===== src/rtl/core2mmio_pkg.sv =====
// Shared types and default MMIO window for the core-to-MMIO bridge.
package core2mmio_pkg;

  typedef enum logic [1:0] {
    IDLE = 2'd0,
    REQ  = 2'd1,
    DONE = 2'd2,
    ERR  = 2'd3
  } mmio_state_t;

  typedef enum logic {
    READ  = 1'b0,
    WRITE = 1'b1
  } mmio_op_t;

  localparam logic [63:0] MMIO_BASE_DEF = 64'h0;
  localparam logic [63:0] MMIO_SIZE_DEF = 64'h1_0000;

endpackage


===== src/rtl/mmio_timeout_ctr.sv =====
// Counts cycles spent waiting for an MMIO completion and flags the last
// permitted wait cycle. A TIMEOUT of 0 disables expiry entirely.
module mmio_timeout_ctr #(
  parameter int TIMEOUT = 255
) (
  input  logic clk,
  input  logic rstn,
  input  logic clr,
  input  logic en,
  output logic expired
);

  localparam int              CNT_W   = (TIMEOUT > 0) ? $clog2(TIMEOUT + 1) : 1;
  localparam bit              ENABLED = (TIMEOUT > 0);
  localparam logic [CNT_W-1:0] LAST   = ENABLED ? CNT_W'(TIMEOUT - 1) : '0;

  logic [CNT_W-1:0] cnt_p0;

  // Wait-cycle counter: the n-th REQ cycle sees a count of n-1
  always_ff @(posedge clk or negedge rstn) begin
    if (!rstn) begin
      cnt_p0 <= '0;
    end else if (clr) begin
      cnt_p0 <= '0;
    end else if (en && (cnt_p0 != LAST)) begin
      cnt_p0 <= cnt_p0 + CNT_W'(1);
    end
  end

  assign expired = ENABLED && en && (cnt_p0 == LAST);

endmodule


===== src/rtl/core2mmio_bridge.sv =====
// Registered CPU-to-MMIO bridge: one outstanding transaction, address window
// check, response timeout and a one-cycle error pulse.
module core2mmio_bridge
  import core2mmio_pkg::*;
#(
  parameter int                ADDR_W    = 64,
  parameter int                DATA_W    = 64,
  parameter logic [ADDR_W-1:0] MMIO_BASE = ADDR_W'(MMIO_BASE_DEF),
  parameter logic [ADDR_W-1:0] MMIO_SIZE = ADDR_W'(MMIO_SIZE_DEF),
  parameter int                TIMEOUT   = 255
) (
  input  logic                  clk,
  input  logic                  rstn,
  input  logic [ADDR_W-1:0]     address_cpu,
  input  logic                  wen_cpu,
  input  logic                  ren_cpu,
  input  logic [DATA_W-1:0]     wdata_cpu,
  input  logic [DATA_W/8-1:0]   wmask_cpu,
  output logic [DATA_W-1:0]     rdata_cpu,
  output logic                  mem_stall,
  output logic                  bus_err,
  output logic [ADDR_W-1:0]     address_mem,
  output logic                  ren_mem,
  output logic                  wen_mem,
  output logic [DATA_W/8-1:0]   wmask_mem,
  output logic [DATA_W-1:0]     wdata_mem,
  input  logic [DATA_W-1:0]     rdata_mem,
  input  logic                  valid_mem
);

  mmio_state_t          state;
  mmio_op_t             op_p0;
  logic [ADDR_W-1:0]    addr_p0;
  logic [DATA_W-1:0]    wdata_p0;
  logic [DATA_W/8-1:0]  wmask_p0;
  logic                 ren_p0;
  logic                 wen_p0;
  logic [DATA_W-1:0]    rdata_p1;
  logic                 err_p1;

  logic                 req;
  logic                 hit;
  logic                 start;
  logic                 expired;

  // Unsigned window test done as an offset compare so BASE+SIZE never wraps.
  function automatic logic in_window(input logic [ADDR_W-1:0] a);
    logic [ADDR_W-1:0] off;
    off = a - MMIO_BASE;
    return (a >= MMIO_BASE) && (off < MMIO_SIZE);
  endfunction

  assign req   = ren_cpu | wen_cpu;
  assign hit   = in_window(address_cpu);
  assign start = (state == IDLE) && req && hit;

  mmio_timeout_ctr #(
    .TIMEOUT (TIMEOUT)
  ) u_timeout (
    .clk     (clk),
    .rstn    (rstn),
    .clr     (start),
    .en      (state == REQ),
    .expired (expired)
  );

  // Request capture (p0) and response/error (p1) stages driven by the FSM
  always_ff @(posedge clk or negedge rstn) begin
    if (!rstn) begin
      state    <= IDLE;
      op_p0    <= READ;
      addr_p0  <= '0;
      wdata_p0 <= '0;
      wmask_p0 <= '0;
      ren_p0   <= 1'b0;
      wen_p0   <= 1'b0;
      rdata_p1 <= '0;
      err_p1   <= 1'b0;
    end else begin
      ren_p0 <= 1'b0;
      wen_p0 <= 1'b0;
      err_p1 <= 1'b0;
      case (state)
        IDLE: begin
          if (req) begin
            if (hit) begin
              addr_p0  <= address_cpu;
              wdata_p0 <= wdata_cpu;
              wmask_p0 <= wmask_cpu;
              // Simultaneous read and write resolves to a write.
              op_p0    <= wen_cpu ? WRITE : READ;
              ren_p0   <= ~wen_cpu;
              wen_p0   <= wen_cpu;
              state    <= REQ;
            end else begin
              err_p1 <= 1'b1;
              state  <= ERR;
            end
          end
        end
        REQ: begin
          // A completion in the expiry cycle still counts as success.
          if (valid_mem) begin
            if (op_p0 == READ) begin
              rdata_p1 <= rdata_mem;
            end
            state <= DONE;
          end else if (expired) begin
            err_p1 <= 1'b1;
            state  <= ERR;
          end else begin
            ren_p0 <= (op_p0 == READ);
            wen_p0 <= (op_p0 == WRITE);
          end
        end
        DONE:    state <= IDLE;
        ERR:     state <= IDLE;
        default: state <= IDLE;
      endcase
    end
  end

  assign mem_stall   = ((state == IDLE) && req) || (state == REQ);
  assign rdata_cpu   = (state == DONE) ? rdata_p1 : '0;
  assign bus_err     = err_p1;
  assign ren_mem     = ren_p0;
  assign wen_mem     = wen_p0;
  assign address_mem = addr_p0;
  assign wdata_mem   = wdata_p0;
  assign wmask_mem   = wmask_p0;

endmodule


===== config.mk =====
export PLATFORM = sky130hd
export DESIGN_NAME = core2mmio_bridge
export DESIGN_NICKNAME = d
export VERILOG_FILES = /design/src/rtl/core2mmio_pkg.sv /design/src/rtl/mmio_timeout_ctr.sv /design/src/rtl/core2mmio_bridge.sv
export SDC_FILE = /design/constraint.sdc
export NUM_CORES = 1
export LEC_CHECK = 0
export CAP_MARGIN = 30
export CELL_PAD_IN_SITES_DETAIL_PLACEMENT = 1
export CELL_PAD_IN_SITES_GLOBAL_PLACEMENT = 1
export CORE_UTILIZATION = 28
export CTS_CLUSTER_SIZE = 16
export DETAILED_ROUTE_END_ITERATION = 10
export PLACE_DENSITY_LB_ADDON = 0.1
export SKIP_CTS_REPAIR_TIMING = 1
export SYNTH_ARGS = -nofsm -noshare
export SYNTH_HDL_FRONTEND = slang
export SYNTH_HIERARCHICAL = 1
export SYNTH_SLANG_ARGS = --single-unit

===== constraint.sdc =====
create_clock -name clk -period 1.6 [get_ports clk]
set_clock_uncertainty 0.05 [all_clocks]
set_input_delay 0.16 -clock clk [delete_from_list [all_inputs] [get_ports clk]]
set_output_delay 0.16 -clock clk [all_outputs]
set_load 0.005 [all_outputs]

Word level (Yosys, flattened, before mapping)

Index checks and enable logic that the tools add are counted.

Bitwise operators: 3
Add/sub/neg operators: 1
Eq/ne operators: 7
Magnitude comparators: 2
Multiplexer cells: 24
Reduce and logical (&&, ||, !) cells: 12

Operator list:

| kind                 | count |
|---|---|
| $ge 64x1->1 const B  | 1 |
| $lt 64x17->1 const B | 1 |
| $mux 64              | 1 |
| $mux 8               | 2 |
| $mux 1               | 13 |
| $add 8x1->8 const B  | 1 |
| $eq 8x8->1 const B   | 1 |
| $mux 2               | 4 |
| $ne 8x8->1 const B   | 1 |
| $pmux 1 s2           | 3 |
| $pmux 2 s3           | 1 |
| $reduce_and 3->1     | 2 |
| $logic_and 1x1->1    | 5 |
| $eq 2x2->1 const B   | 2 |
| $ne 3x3->1 const B   | 1 |
| $eq 2x1->1 const B   | 1 |
| $logic_not 2->1      | 1 |
| $ne 2x2->1 const B   | 1 |
| $not 1->1            | 2 |
| $reduce_and 2->1     | 1 |
| $reduce_bool 2->1    | 1 |
| $reduce_or 2->1      | 1 |
| $logic_or 1x1->1     | 1 |
| $or 1x1->1           | 1 |

Bits in registers: 214
Bits of input ports: 205
Word-level logic and storage cells: 59
Output and inout port bits: 204

Logic depth before layout (Yosys ltp)

Gate-level depths: netlist (run 1).

Word-level depth: 5
Mapped depth: 7
Mapped depth without buffers: 6

Modules after synthesis

Netlist (run 1), hierarchy kept.

Modules (own cells, without submodules):

| module           | sequential area each (µm²) | cells each | times used | area an instance (µm²) |
|---|---|---|---|---|
| core2mmio_bridge | 5,154.9                    | 538        | 1          | 7,952.6 |
| mmio_timeout_ctr | 200.2                      | 54         | 1          | 553.0 |

Least setup slack after synthesis (run 1)

No wires, ideal clock.

Path type: in2reg
From: input port address_cpu[48]
To: register u_timeout.cnt_p0[0]
Arrival: 1.655 ns
Data required time: 1.425 ns
Setup time: 0.125 ns
Cell stages on the path: 6
Setup slack: -0.231 ns
Path buffers: 1
Path through: nor4_1 nand4_1 nor4_1 clkbuf_1 nor2_1 mux2_4

Longest elaborated chain between the ends: 4
Elaborated cells on any way between the ends: 6
Those cells by class: order compare (2); mux (1); reduce/logical (3)

Ends and longest elaborated chain:

| what                                               | line                   | RTL |
|---|---|---|
| from (decl)                                        | core2mmio_bridge.sv:14 | `input logic [ADDR_W-1:0] address_cpu,` |
| $ge 64x1->1 / $lt 64x17->1 (equally long branches) | core2mmio_bridge.sv:50 | `return (a >= MMIO_BASE) && (off < MMIO_SIZE);` |
| $logic_and 1x1->1 (*)                              | core2mmio_bridge.sv:50 |  |
| $logic_and 1x1->1 (*)                              | core2mmio_bridge.sv:55 | `assign start = (state == IDLE) && req && hit;` |
| net start                                          | core2mmio_bridge.sv:43 | `logic start;` |
| $mux 8 / $reduce_bool 2->1 (equally long branches) | n/a                    |  |
| to (signal assigned)                               | mmio_timeout_ctr.sv:26 | `cnt_p0 <= cnt_p0 + CNT_W'(1);` |
| to (decl)                                          | mmio_timeout_ctr.sv:17 | `logic [CNT_W-1:0] cnt_p0;` |

Mark *: on every way through the listed nets, which the timed path passes. The rest lies on a longest branch.
A chain may end at the register's enable or synchronous reset.

Worst setup path after layout (run 1)

From: register state[1]
To: output port rdata_cpu[2]

Longest elaborated chain between the ends: 2

Ends and longest elaborated chain:

| what                   | line                    | RTL |
|---|---|---|
| from (decl)            | core2mmio_bridge.sv:31  | `mmio_state_t state;` |
| from (signal assigned) | core2mmio_bridge.sv:70  | `state <= IDLE;` |
| from (signal assigned) | core2mmio_bridge.sv:94  | `state <= REQ;` |
| from (signal assigned) | core2mmio_bridge.sv:97  | `state <= ERR;` |
| $eq 2x2->1             | core2mmio_bridge.sv:124 | `assign rdata_cpu = (state == DONE) ? rdata_p1 : '0;` |
| $mux 64                | core2mmio_bridge.sv:124 |  |
| to (decl)              | core2mmio_bridge.sv:19  | `output logic [DATA_W-1:0] rdata_cpu,` |

Every way passes these cells.

==> key figures, run 1 <==
Status
  • Outcome: finished with violations
  • Failing checks: negative setup slack

GRT
  • Gr busiest metal: met2
  • Vias in the first global route: 6,974
  • Gr ovfl total: 0
  • GR Util met2: roughly 29%
  • Routing usage on met1: about a fifth
  • First-pass GRT wire length: slightly above 40,000 um
  • Met3 Use GR: roughly 6.0%
  • Initial antenna violation count: 0
  • Largest net degree at the start of global routing: 47
  • GRT Resource Usage Total: between 10% and 20%

Synth
  • Post-synthesis xor/xnor area fraction: 0%
  • Simple-gate share of the synthesized area: a little under an eighth
  • Top cell type by total area after synthesis: dfrtp_1
  • Largest family of logic cells by synthesized area: multiplexers
  • Mapped cell area: 0.008506 mm^2
  • Mapped Cells: 592
  • Number of flops mapped to enable cells by yosys: 0
  • Adder-cell share of the synthesized area: less than 1%
  • Synth unique cells: 37
  • Avg Cell Area, Syn: between 10 and 15 um^2
  • Dominant synthesized flop cell: dfrtp_1
  • Top post-synthesis cells by area: dfrtp_1 63%, mux2_2 11%, mux2_1 9.3%
  • FFs w/ async S/R, synth: 100.0%
  • Ys Warns: 6
  • FF+latch count, synth: 214
  • Syn nets: 799
  • Top cell type's share of synthesized area: between 60% and 70%
  • Post-synthesis mux area share: a little over a fifth
  • Seq/Total Area, Yosys: a little over three fifths
  • Post-synthesis compound-gate area fraction: 1.765%

Pwr
  • Internal: 10,490 uW
  • Sw Share: about a quarter
  • Clock power frac: between 30% and 40%
  • Share of power burned in registers: approximately 40%
  • NetSw: approximately 3500 uW
  • Max IR drop VDD: 0.0006176 V
  • Combinational share of power: between 20% and 30%
  • P_leak: ~0.007 uW
  • PwrDens: 951.1 mW/mm^2

Placed design
  • IO buf count: approximately 410
  • HPWL after DPL: roughly 20,000 um
  • RD Place Congestion: ~0.74
  • Dpl ws: -1.053 ns

Routing
  • Initial drt markers: 169
  • Vias post-DR: 6,494
  • Residual DRC count: 0
  • Post-Route WL: 27,320 um
  • Iteration count of the initial detailed-routing pass: 4
  • Vias per cell: around 4.4
  • Final ANT Viol Nets: 0
  • Routed WL per cell: approximately 19 um

STA
  • Final Setup Violations: 320
  • Tightest Pin Transition: 0.4126 ns
  • Slew Limit Fails: 0
  • RSZ-0062 raised after global routing: true
  • Final Hold Vio Count: 0
  • Fmax: slightly below 500 MHz
  • Final min period: just over 2 ns
  • Period utilisation layout: 128.8%
  • Relative slew slack: between 70% and 80%
  • Worst Slack Setup Final: -0.4603 ns

CTS
  • Root buffer selected by CTS: clkbuf_16
  • CTS sink count: about 210
  • H-tree depth: 1
  • Clock transition at the registers of the reported paths: approximately 0.06 ns
  • CTS Buf Count: 25
  • Clk Latency, worst-skew pair: ~0.5 ns
  • Clk buf depth: 3
  • CTS tree: yes

Floorplan
  • Core ar.: between 0.02 and 0.03 mm^2
  • Rows: 63
  • IO Pins: 409
  • Chip height: 176.3 um
  • Die width: 176.3 um
  • Die Area: between 0.03 and 0.04 mm^2
  • Initial Utilization: ~29%

Worst setup path
  • Worst Setup End Kind: output pin
  • Critical path type: reg -> out
  • Worst R2R Setup Slack: -0.44 ns
  • Crit path cell chain: buf_6 -> nor2b_4 -> buf_12 -> buf_6 -> clkbuf_16 -> and2_1 -> clkbuf_2
  • Worst EP required: 1.39 ns
  • Critical Path Most Common Cell: buf_6
  • Critical path arrival: ~1.9 ns
  • Critical path launch point type: register
  • Reg2Reg Depth: 7
  • Critical R2R Capture: wdata_mem[46]
  • FF-to-FF Start: state[1]
  • CP max stage delay: roughly 0.4 ns
  • Critical Path Fanout Max: 7
  • CP max-delay cell: dfrtp_1

Cells and area
  • NumNets Final: roughly 1,300
  • Layout cell share with drive strength beyond 1: around 30%
  • Area of the multi-input gates: roughly 0.0032 mm^2
  • Layout area overhead: 72.71%
  • Register area: about 0.0054 mm^2
  • Fillers: between 3,000 and 4,000
  • # diodes: 0
  • Final Util: between 40% and 50%

Run
  • Max Cap Viol: 0

Min path
  • Hold WC Path Type: in -> async
==> critical path: cells and delay by family, from the launching register on <==
| kind | cells | cell delay [ns] |
|---|---|---|
| buffers and inverters | 5 | 0.66 |
| flip-flops | 1 | 0.39 |
| AND/OR/NAND/NOR | 2 | 0.27 |
==> Yosys cell counts (2+ instances only) <==
master and number:
mux2_1 70, buf_6 2, mux2_4 4, ha_1 2, inv_1 4, buf_2 15
and2_1 67, a21oi_2 3, buf_4 7, a31oi_1 2, nor3_1 4, nor4_1 13
nor2b_1 53, nand2_1 4, a22o_1 2, mux2_2 82, clkbuf_1 9, dfrtp_1 214
nand3_1 2, nor2_1 9, and3_1 4, nand4_1 5
==> layout by cell type (no fill, tap or decap), drive strengths merged, types with 5 or more instances in the layout <==
cell type,instances
dfrtp,214
nand4,5
nor2,9
clkbuf,60
inv,5
nor4,14
nor2b,53
buf,114
clkdlybuf4s50,339
and2,67
mux2,156
==> routing by layer <==
metal	part of all wire [%]	up-vias
li1	-	2977
met4	2.0	0
met2	49	273
met5	0	-
met3	9.5	34
met1	39	3210
==> kinds of logic (layout without fill, tap and decap cells) <==
kind of cell,after synthesis,in the layout
buffers and inverters,37,526
flip-flops,214,214
multiplexers,156,156
AND/OR/NAND/NOR,165,165
adder cells (fa/ha/maj),2,2
AO/OA/AOI/OAI,18,18
==> layout make-up <==
cell class              instances  share of cell area (%)
repair buffers                480                   33.30
flip-flops and latches        214                   36.45
clock buffers                  37                   4.770
multi-input cells             341                   21.68
clock inverters                 5                  0.3662
well taps                     390                   3.322
inverters                       4                  0.1022
==> per-stage QoR <==
stage          total power (uW)  hold WS [ns]  std cells  instance area, um^2  TNS (ns)
6_report                  13970       0.08152       1471                14690    -85.74
5_1_grt                   14660       0.09519       1471                14690   -113.91
4_1_cts                   13240       -0.5143       1448                14220   -117.91
3_5_place_dp               7747       0.04359       1406                13470   -158.43
3_3_place_gp               7733       0.04201       1406                13470   -151.50
2_1_floorplan              6506       -0.1856        592                 8603    -14.01
==> registers in the layout, indices dropped and copies added (netlist names) <==
name,flops
address_mem,64
bus_err,1
op_p0,1
rdata_p1,64
ren_mem,1
state,2
u_timeout/cnt_p0,8
wdata_mem,64
wen_mem,1
wmask_mem,8
==> worst max-delay path by stage <==
stage	startpoint	endpoint	slack (ns)	cells past startpoint
floorplan	address_cpu[41]	address_mem[0]	-0.17	6
global placement	address_cpu[22]	wdata_mem[33]	-1.0	8
detailed placement	address_cpu[22]	wdata_mem[46]	-1.05	8
CTS	state[0]	rdata_cpu[2]	-0.78	5
global route	state[0]	rdata_cpu[2]	-0.52	7
finish	state[1]	rdata_cpu[2]	-0.46	7
==> power by group through the flow <==
stage          combinational [uW]  sequential, uW  clock [uW]
6_report                     2990            5620        5360
5_1_grt                      3240            5630        5780
4_1_cts                      2050            5610        5580
3_5_place_dp                 2040            5710           0
3_3_place_gp                 2020            5710           0
2_1_floorplan                 758            5750           0
(Power assumes the default switching activity.)
==> run 2: changes to the inputs <==
==> constraint.sdc (replaced) <==
create_clock -name clk -period 1.71 [get_ports clk]
set_clock_uncertainty 0.05 [all_clocks]
set_input_delay 0.171 -clock clk [delete_from_list [all_inputs] [get_ports clk]]
set_output_delay 0.171 -clock clk [all_outputs]
set_load 0.005 [all_outputs]
==> run 2 against run 1 <==
Worst hold slack gained 0.022 ns. The run still ends with negative setup slack left. Register-to-register slack is essentially flat. Non-clock buffer count grew 29. Sequential cell count is the same. Final cell count grew 2.2%. Final area grew 3.6%. Count of clock-buffer cells in the layout grew 2. Critical path type unchanged. Die area is the same. Largest cell class unchanged. Sequential power shrank 6.2%.
==> key figures, run 2 (synthesis results as in run 1) <==
STA
  • Period utilisation layout: 128.5%
  • Slew Limit Fails: 0 (unchanged)
  • Setup_tns: -62.73 ns (+23.01 ns)
  • Relative slew slack: 66.62% (-5.9 points)
  • Fmax: 455.0 MHz
  • Worst Slack Setup Final: -0.4879 ns (-0.02764 ns)
  • RSZ-0062 raised after global routing: true
  • Final Setup Violations: 268 (-16%)
  • Tightest Pin Transition: 0.5008 ns (+0.08811 ns)
  • Hold_ws: 0.1038 ns (+0.02225 ns)
  • Final min period: between 2 and 2.5 ns
  • Final Hold Vio Count: 0 (unchanged)

Routing
  • Post-Route WL: 30,040 um (+9.9%)
  • Initial drt markers: 164 (-3.0%)
  • Vias post-DR: 6,716 (+3.4%)
  • Routed WL per cell: 19.97 um (+7.5%)
  • Iteration count of the initial detailed-routing pass: 4 (unchanged)
  • Vias per cell: 4.465 (+1.1%)
  • Final ANT Viol Nets: 0 (unchanged)
  • Residual DRC count: 0 (unchanged)

Cells and area
  • Leading cell type in the layout, fill and taps excluded: clkdlybuf4s50_1
  • Layout cell share with drive strength beyond 1: 30.79% (+0.91 points)
  • NumNets Final: 1,303 (+2.4%)
  • Most frequent cells in the layout: 340 x clkdlybuf4s50_1, 214 x dfrtp_1, 63 x and2_1, 63 x mux2_2, 60 x mux2_4
  • Layout area overhead: 78.94%
  • # diodes: 0 (unchanged)
  • Design area: 0.01522 mm^2 (+3.6%)

GRT
  • First-pass GRT wire length: 41,790 um (+2.6%)
  • Vias in the first global route: 7,094 (+1.7%)
  • Gr ovfl total: 0 (unchanged)
  • Initial antenna violation count: 1 (+1)
  • Routing usage on met1: 20.40% (+0.37 points)
  • Gr busiest metal: met2
  • GRT Resource Usage Total: 17.57% (+0.70 points)
  • Largest net degree at the start of global routing: 55 (+17%)
  • GR Util met2: 30.73% (+2.0 points)
  • Met3 Use GR: 6.395% (+0.39 points)

Run
  • Max Cap Viol: 0 (unchanged)

Status
  • Outcome: finished with violations
  • Failing checks: negative setup slack

Min path
  • Hold WC Path Type: in -> async

CTS
  • Clock transition at the registers of the reported paths: 0.06 ns (about the same)
  • H-tree depth: 1 (unchanged)
  • CTS sink count: 214 (unchanged)
  • Clk Latency, worst-skew pair: 0.52 ns (about the same)
  • CTS tree: yes
  • Root buffer selected by CTS: clkbuf_16
  • CTS Buf Count: 26 (+4.0%)
  • Clk buf depth: 3 (unchanged)

Worst setup path
  • Critical Path Fanout Max: 13 (+6)
  • Critical path arrival: 1.98 ns (+0.13 ns)
  • Critical path type: reg -> out
  • Worst Setup End Kind: output pin
  • Worst EP required: 1.49 ns (+0.10 ns)
  • Critical path launch point type: register

Floorplan
  • Die width: 176.3 um (unchanged)
  • Initial Utilization: 28.55% (unchanged)
  • Die Area: 0.03108 mm^2 (unchanged)
  • Rows: 63 (unchanged)
  • IO Pins: 409 (unchanged)
  • Chip height: 176.3 um (unchanged)
  • Core ar.: 0.02980 mm^2 (unchanged)

Placed design
  • Post-DP Area: 0.01360 mm^2 (+1.0%)
  • HPWL after DPL: 21,260 um (+7.1%)
  • Dpl ws: -0.7522 ns (+0.3012 ns)
  • RD Place Congestion: 0.7982 (+7.4%)
  • IO buf count: 408 (unchanged)

Pwr
  • PwrDens: 854.3 mW/mm^2 (-10%)
  • Max IR drop VDD: 0.0006309 V (+2.1%)
  • P_leak: 0.007362 uW (+4.7%)
## run 2: changes by cell type in the layout (fill, tap and decap cells not counted), sizes merged
cell	change
inv	-1
clkdlybuf4s50	+1
clkbuf	+41
dlymetal6s2s	+7
clkinv	+2
buf	-18
bufinv	+1
## run 2: final timing paths
kind / startpoint / endpoint / slack [ns] / cells past startpoint
setup / recovery: state[1] / rdata_cpu[8] / -0.49 / 8
hold / removal: rstn / address_mem[4] / 0.10 / 2
hold reg to reg: u_timeout/cnt_p0[5] / u_timeout/cnt_p0[5] / 0.43 / 1
setup reg to reg: state[0] / wdata_mem[46] / -0.43 / 9
max in group asynchronous: rstn / address_mem[25] / 0.92 / 3
min in group clk: wdata_cpu[38] / wdata_mem[38] / 0.18 / 2
## run 2: cell type report
cell class / count / area, um^2
clock buffers: 39 / 759.5
clock inverters: 7 / 96.34
fillers: 2990 / 14580
inverters: 4 / 15.01
multi-input cells: 341 / 3291
flip-flops and latches: 214 / 5355
well taps: 390 / 488.0
repair buffers: 509 / 5215
## run 2: routing by layer
metal | wire (um) | part of all wire [%]
met4 | 409 | 1.4
met2 | 15200 | 51
met3 | 2789 | 9.3
met1 | 11630 | 39
met5 | 13 | 0.043
## run 2: through the flow
step           utilization (%)  cells  power [uW]
2_1_floorplan                -    592        6066
3_3_place_gp             45.65   1412        7305
3_5_place_dp             45.65   1412        7338
4_1_cts                  48.52   1458       12950
5_1_grt                  51.08   1504       13600
6_report                 51.08   1504       13000
## run 2: worst max-delay path, stage by stage (launching register included)
cell,delay (ns)
dfrtp_1,0.38
buf_6,0.13
nor2b_4,0.12
buf_12,0.14
buf_4,0.14
buf_12,0.13
buf_4,0.13
and2_1,0.16
clkbuf_2,0.12
## run 2: power breakdown
group	switching, uW	total, uW	internal (uW)	leakage [uW]
Sequential	85.5	5270	5190	0.00296
Clock	2120	5480	3350	0.000423
Combinational	922	2250	1330	0.00398
Total	3130	13000	9870	0.00736
